===== src/rtl/cpu_defines_pkg.sv =====
`default_nettype none
// ============================================================================
// Module      : cpu_defines_pkg
// Description : Shared definitions for the 5-stage MIPS core pipeline:
//               reset/write-enable polarities, NOP values and bus widths.
//               Imported by the pipeline registers and their control decode.
// Revision    : 1.0  initial release
// ============================================================================
package cpu_defines_pkg;

    // Bus widths
    localparam int RegBus     = 32;
    localparam int RegAddrBus = 5;

    // Polarities and NOP values
    localparam logic                  RstEnable    = 1'b1;
    localparam logic                  WriteEnable  = 1'b1;
    localparam logic                  WriteDisable = 1'b0;
    localparam logic [RegBus-1:0]     ZeroWord     = 32'h0000_0000;
    localparam logic [RegAddrBus-1:0] NOPRegAddr   = 5'b00000;

    // Action taken by a pipeline register on the next clock edge.
    typedef enum logic [1:0] {
        PIPE_CLEAR  = 2'd0,
        PIPE_HOLD   = 2'd1,
        PIPE_BUBBLE = 2'd2,
        PIPE_LOAD   = 2'd3
    } pipe_action_e;

endpackage : cpu_defines_pkg
`default_nettype wire


===== src/rtl/ex_mem_ctrl.sv =====
`default_nettype none
// ============================================================================
// Module      : ex_mem_ctrl
// Description : Combinational decode of rst / flush / stall bits into a
//               one-hot pipeline-register action {clear, hold, bubble, load}.
//               Priority: rst > flush > hold > bubble > load. Reusable by any
//               pipeline register: feed it the stall bit of the producing
//               stage (i_stall_cur) and of the consuming stage (i_stall_nxt).
// Ports       : rst          synchronous active-high reset (decoded only)
//               flush        pipeline flush
//               i_stall_cur  stall bit of the stage feeding the register
//               i_stall_nxt  stall bit of the stage reading the register
//               o_clear/o_hold/o_bubble/o_load  one-hot action
// Revision    : 1.0  initial release
// ============================================================================
module ex_mem_ctrl
    import cpu_defines_pkg::*;
(
    input  logic rst,
    input  logic flush,
    input  logic i_stall_cur,
    input  logic i_stall_nxt,
    output logic o_clear,
    output logic o_hold,
    output logic o_bubble,
    output logic o_load
);

    pipe_action_e w_action;

    always_comb begin
        w_action = PIPE_LOAD;
        if (rst == RstEnable || flush) begin
            w_action = PIPE_CLEAR;
        end else if (i_stall_cur && i_stall_nxt) begin
            w_action = PIPE_HOLD;
        end else if (i_stall_cur) begin
            w_action = PIPE_BUBBLE;
        end else begin
            // Producer running: load. A stalled consumer with a running
            // producer cannot be issued by ctrl and is deliberately folded
            // into load here.
            w_action = PIPE_LOAD;
        end
    end

    always_comb begin
        o_clear  = (w_action == PIPE_CLEAR);
        o_hold   = (w_action == PIPE_HOLD);
        o_bubble = (w_action == PIPE_BUBBLE);
        o_load   = (w_action == PIPE_LOAD);
    end

endmodule : ex_mem_ctrl
`default_nettype wire


===== src/rtl/ex_mem_reg.sv =====
`default_nettype none
// ============================================================================
// Module      : ex_mem_reg
// Description : EX->MEM pipeline register of the 5-stage MIPS core. Captures
//               GPR and HI/LO write results from EX every clock and presents
//               them to MEM one cycle later, with stall hold/bubble and flush.
//               Build option MADD_MSUB_EN: adds storage for the two-cycle
//               MADD/MSUB partial product and cycle count, fed back to EX.
//               Without it hilo_temp_o/cnt_o are constant 0.
// Ports       : clk, rst            clock, synchronous active-high reset
//               stall, flush        global stall vector, pipeline flush
//               ex_*                EX results (wd, wreg, wdata, whilo, hi, lo)
//               hilo_temp_i, cnt_i  EX MADD/MSUB partial product / count
//               mem_*               registered results to MEM
//               hilo_temp_o, cnt_o  previous-cycle partial product / count
// Revision    : 1.0  initial release
// ============================================================================
module ex_mem_reg
    import cpu_defines_pkg::*;
#(
    parameter int DATA_W     = RegBus,
    parameter int REG_ADDR_W = RegAddrBus,
    parameter int STALL_W    = 6,
    parameter int EX_IDX     = 3,
    parameter int MEM_IDX    = 4
) (
    input  logic                  clk,
    input  logic                  rst,
    input  logic [STALL_W-1:0]    stall,
    input  logic                  flush,
    input  logic [REG_ADDR_W-1:0] ex_wd,
    input  logic                  ex_wreg,
    input  logic [DATA_W-1:0]     ex_wdata,
    input  logic                  ex_whilo,
    input  logic [DATA_W-1:0]     ex_hi,
    input  logic [DATA_W-1:0]     ex_lo,
    input  logic [2*DATA_W-1:0]   hilo_temp_i,
    input  logic [1:0]            cnt_i,
    output logic [REG_ADDR_W-1:0] mem_wd,
    output logic                  mem_wreg,
    output logic [DATA_W-1:0]     mem_wdata,
    output logic                  mem_whilo,
    output logic [DATA_W-1:0]     mem_hi,
    output logic [DATA_W-1:0]     mem_lo,
    output logic [2*DATA_W-1:0]   hilo_temp_o,
    output logic [1:0]            cnt_o
);

    localparam logic [REG_ADDR_W-1:0] C_NOP_ADDR = REG_ADDR_W'(NOPRegAddr);
    localparam logic [DATA_W-1:0]     C_ZERO     = DATA_W'(ZeroWord);

    logic w_clear;
    logic w_hold;
    logic w_bubble;
    logic w_load;

    logic [REG_ADDR_W-1:0] r_mem_wd;
    logic                  r_mem_wreg;
    logic [DATA_W-1:0]     r_mem_wdata;
    logic                  r_mem_whilo;
    logic [DATA_W-1:0]     r_mem_hi;
    logic [DATA_W-1:0]     r_mem_lo;

`ifdef MADD_MSUB_EN
    logic [2*DATA_W-1:0]   r_hilo_temp;
    logic [1:0]            r_cnt;
`endif

    // Only the EX and MEM stall bits matter to this register.
    logic w_unused_stall;
    assign w_unused_stall = ^stall;

    ex_mem_ctrl u_ctrl (
        .rst         (rst),
        .flush       (flush),
        .i_stall_cur (stall[EX_IDX]),
        .i_stall_nxt (stall[MEM_IDX]),
        .o_clear     (w_clear),
        .o_hold      (w_hold),
        .o_bubble    (w_bubble),
        .o_load      (w_load)
    );

    always_ff @(posedge clk) begin
        if (w_clear) begin
            r_mem_wd    <= C_NOP_ADDR;
            r_mem_wreg  <= WriteDisable;
            r_mem_wdata <= C_ZERO;
            r_mem_whilo <= WriteDisable;
            r_mem_hi    <= C_ZERO;
            r_mem_lo    <= C_ZERO;
`ifdef MADD_MSUB_EN
            // A multicycle op in flight is abandoned.
            r_hilo_temp <= '0;
            r_cnt       <= '0;
`endif
        end else if (w_hold) begin
            // EX and MEM both frozen: every register keeps its value.
        end else if (w_bubble) begin
            // NOP into MEM so no GPR/HI/LO write escapes a stalled EX, while
            // the stalled instruction's MADD/MSUB state is captured for EX.
            r_mem_wd    <= C_NOP_ADDR;
            r_mem_wreg  <= WriteDisable;
            r_mem_wdata <= C_ZERO;
            r_mem_whilo <= WriteDisable;
            r_mem_hi    <= C_ZERO;
            r_mem_lo    <= C_ZERO;
`ifdef MADD_MSUB_EN
            r_hilo_temp <= hilo_temp_i;
            r_cnt       <= cnt_i;
`endif
        end else if (w_load) begin
            r_mem_wd    <= ex_wd;
            r_mem_wreg  <= ex_wreg;
            r_mem_wdata <= ex_wdata;
            r_mem_whilo <= ex_whilo;
            r_mem_hi    <= ex_hi;
            r_mem_lo    <= ex_lo;
`ifdef MADD_MSUB_EN
            // EX moved on: no multicycle op continues into the next cycle.
            r_hilo_temp <= '0;
            r_cnt       <= '0;
`endif
        end
    end

    assign mem_wd    = r_mem_wd;
    assign mem_wreg  = r_mem_wreg;
    assign mem_wdata = r_mem_wdata;
    assign mem_whilo = r_mem_whilo;
    assign mem_hi    = r_mem_hi;
    assign mem_lo    = r_mem_lo;

`ifdef MADD_MSUB_EN
    assign hilo_temp_o = r_hilo_temp;
    assign cnt_o       = r_cnt;
`else
    assign hilo_temp_o = '0;
    assign cnt_o       = '0;

    logic w_unused_madd;
    assign w_unused_madd = ^{hilo_temp_i, cnt_i};
`endif

endmodule : ex_mem_reg
`default_nettype wire

===== config.mk =====
export PLATFORM = sky130hd
export DESIGN_NAME = ex_mem_reg
export DESIGN_NICKNAME = d
export VERILOG_FILES = /design/src/rtl/cpu_defines_pkg.sv /design/src/rtl/ex_mem_ctrl.sv /design/src/rtl/ex_mem_reg.sv
export SDC_FILE = /design/constraint.sdc
export NUM_CORES = 1
export LEC_CHECK = 0
export ABC_AREA = 0
export BUFFER_PORTS_ARGS = -buffer_cell sky130_fd_sc_hd__buf_2
export CAP_MARGIN = 20
export CORE_MARGIN = 4
export CORE_UTILIZATION = 27
export DETAILED_ROUTE_END_ITERATION = 10
export SLEW_MARGIN = 20
export SYNTH_ARGS = -nofsm -noshare
export SYNTH_HDL_FRONTEND = slang
export SYNTH_SLANG_ARGS = --single-unit

===== constraint.sdc =====
create_clock -name clk -period 1.2 [get_ports clk]
set_input_delay 0.18 -clock clk [delete_from_list [all_inputs] [get_ports clk]]
set_output_delay 0.18 -clock clk [all_outputs]
set_load 0.01 [all_outputs]

==> metrics.txt <==
H-Tree Depth 3; setup violators final 0; post-route setup TNS 0 ns; width of the chip between 100 and 150 um; placed cell count 922; arrival time worst endpoint roughly 0.86 ns; CP Buf/Inv Count 1; Starting DRT DRC Count ~120; Clk pwr share approximately 43%; power per cell area 1300 nW/um2; FP Rows 48; final instance area just over 6000 um2; combinational power share around an eighth; FF+latch area just over 2000 um2; max incr delay on CP 0.36 ns; Routed Antenna Nets 0; leak pwr 2.67 nW; postcts setup bufs 0; main area contributors after synthesis dfxtp_1 42%, nand2b_1 13%, a21oi_2 13%; GRT overflow 0; TritonCTS Sinks slightly above 100; # fillers 1,838; Via density 4.19; vias 3,931; crit path cell chain buf_2; crit path capture type output pin; post-route insts no fill between 900 and 1,000; Net count, final 886; synthesized flop and latch total 103; Remaining DRCs 0; DRT Pass-1 Iters 4; YS warnings 0; largest net degree at the start of global routing between 80 and 90; post-DP HPWL 8.62 mm; port bufs 210; Die Y roughly 140 um; Clock Latency Late Sink between 0.3 and 0.4 ns; status complete, no violations; final setup margin roughly 0.16 ns; diodes inserted 0; TritonCTS clock tree yes; CTS buffer count 9; Synth area leader dfxtp_1; most common cell after layout, fill and taps aside buf_2; Syn Inst Count roughly 530; placed inst area approximately 5800 um2; Seq pwr share between 40% and 50%; Worst Skew 0 ns; ratio of cells with drive above 1 in the final layout 42.8%; antenna violations before repair 0; hold_buf cts 0; Slew Viols, Final 0; Hold WC Path Type primary input to flop; CTS root buf clkbuf_16; Setup Crit Path Kind flop to output pin; share of the synthesized area in the top cell type 42.5%; CTS clock-pin slew for the worst setup and hold paths approximately 0.070 ns; sequential share of the synthesized area between 40% and 50%; Multi-input gate area about 2200 um2; Final Cycle Share between 80% and 90%; Core ar. 17,500 um2; Global Route Usage Sum ~11%; gp weighted congestion slightly above 0.7; Net Sw Power around 0.0019 W; nature of the critical path startpoint flop; critical-path maximum fanout 2; vias in the first global route 3,509; final hold vios 0; Max stage delay cell, worst path dfxtp_1; Int Pwr ~0.006 W; Switching Share between 20% and 30%; Routed WL about 12 mm; post-placement worst setup slack 0.125 ns; Peak VDD IR approximately 0.73 mV; minimum clock period ~1.0 ns; # resized after CTS 0; post-layout util a little over a third; commonest non-fill, non-tap cells in the layout 208 x buf_2, 103 x nand2b_1, 103 x nand3_1, 103 x dfxtp_1, 70 x a21oi_2; family with the most delay on the worst path flip-flops; CP Data Required Time 1.02 ns; drt wl/cell 12.9 um; initial core utilization roughly 28%; max-cap violations 0; unrepaired setup endpoints after global routing false; Yosys cell types 13; Area growth syn-to-layout 25.9%; Max Clock Freq 963 MHz; deepest clock path buffer count 2; Post-Syn Area 4850 um2; die area ~20,000 um2; # IOs 347; Avg Cell Area, Syn around 9.2 um2; first-pass GRT wire length roughly 18 mm
cell usage after synthesis:
| library cell | instances |
|---|---|
| nand3_1 | 103 |
| a21oi_2 | 70 |
| or2_1 | 1 |
| nand2b_1 | 103 |
| conb_1 | 1 |
| a21oi_1 | 33 |
| buf_6 | 2 |
| buf_4 | 68 |
| buf_12 | 8 |
| dfxtp_1 | 103 |
| buf_1 | 1 |
| clkbuf_1 | 15 |
| buf_2 | 18 |
worst reg2reg max path, delay by kind of cell (launching register included):
kind / cells / cell delay [ns]
simple gates: 1 / 0.08
flops: 1 / 0.36
compound gates: 1 / 0.14
power groups by stage:
stage	Clock, W	Sequential [W]	Combinational [W]
final	0.00344	0.00356	0.000956
after global routing	0.00372	0.00357	0.00106
after CTS	0.00363	0.00356	0.000965
after detailed placement	0	0.00364	0.000964
after global placement	0	0.00364	0.000960
after floorplan	0	0.00369	0.000733
path summary, 6_finish.rpt:
| path | end | cells after the start | start | slack, ns |
|---|---|---|---|---|
| min reg2reg | mem_hi[31]$_SDFFE_PN0P_ | 2 | mem_hi[31]$_SDFFE_PN0P_ | 0.46 |
| min | mem_wd[3]$_SDFFE_PN0P_ | 3 | ex_wd[3] | 0.08 |
| max reg2reg | mem_wd[3]$_SDFFE_PN0P_ | 2 | mem_wd[3]$_SDFFE_PN0P_ | 0.57 |
| max | mem_wd[3] | 1 | mem_wd[3]$_SDFFE_PN0P_ | 0.16 |
logic make-up (layout without fill, tap and decap cells):
kind of cell	count (synthesis)	after routing	synth area share [%]
buf+inv	112	234	17.4
other cells	1	66	0.0773
flops	103	103	42.5
simple gates	207	207	24.0
compound gates	103	103	16.0
sequential cells by signal, indices dropped and copies added, names as in the netlist:
name and flops:
mem_hi 32, mem_lo 32, mem_wd 5, mem_wdata 32, mem_whilo 1, mem_wreg 1
routing by layer:
layer	wire (um)	GRT usage [%]	vias to the layer above
met5	0	0	-
met4	145	3.64	0
met3	1350	4.87	10
met2	5570	17.6	167
met1	5030	14.0	1774
li1	-	-	1980
metrics by stage:
stage	hold slack [ns]	power, W
2_1_floorplan	0.329	0.00442
3_3_place_gp	0.436	0.00460
3_5_place_dp	0.441	0.00460
4_1_cts	0.0508	0.00815
5_1_grt	0.0618	0.00835
6_report	0.0764	0.00795
cell type report:
type                       instances  share of cell area [%]
tap                              225                    4.61
multi-input combinational        376                    35.9
clock buffer                      10                    3.91
clock inverter                     6                    1.90
sequential                       103                    33.7
timing repair buffer             218                    19.9
Power figures use the tool's default switching activity.
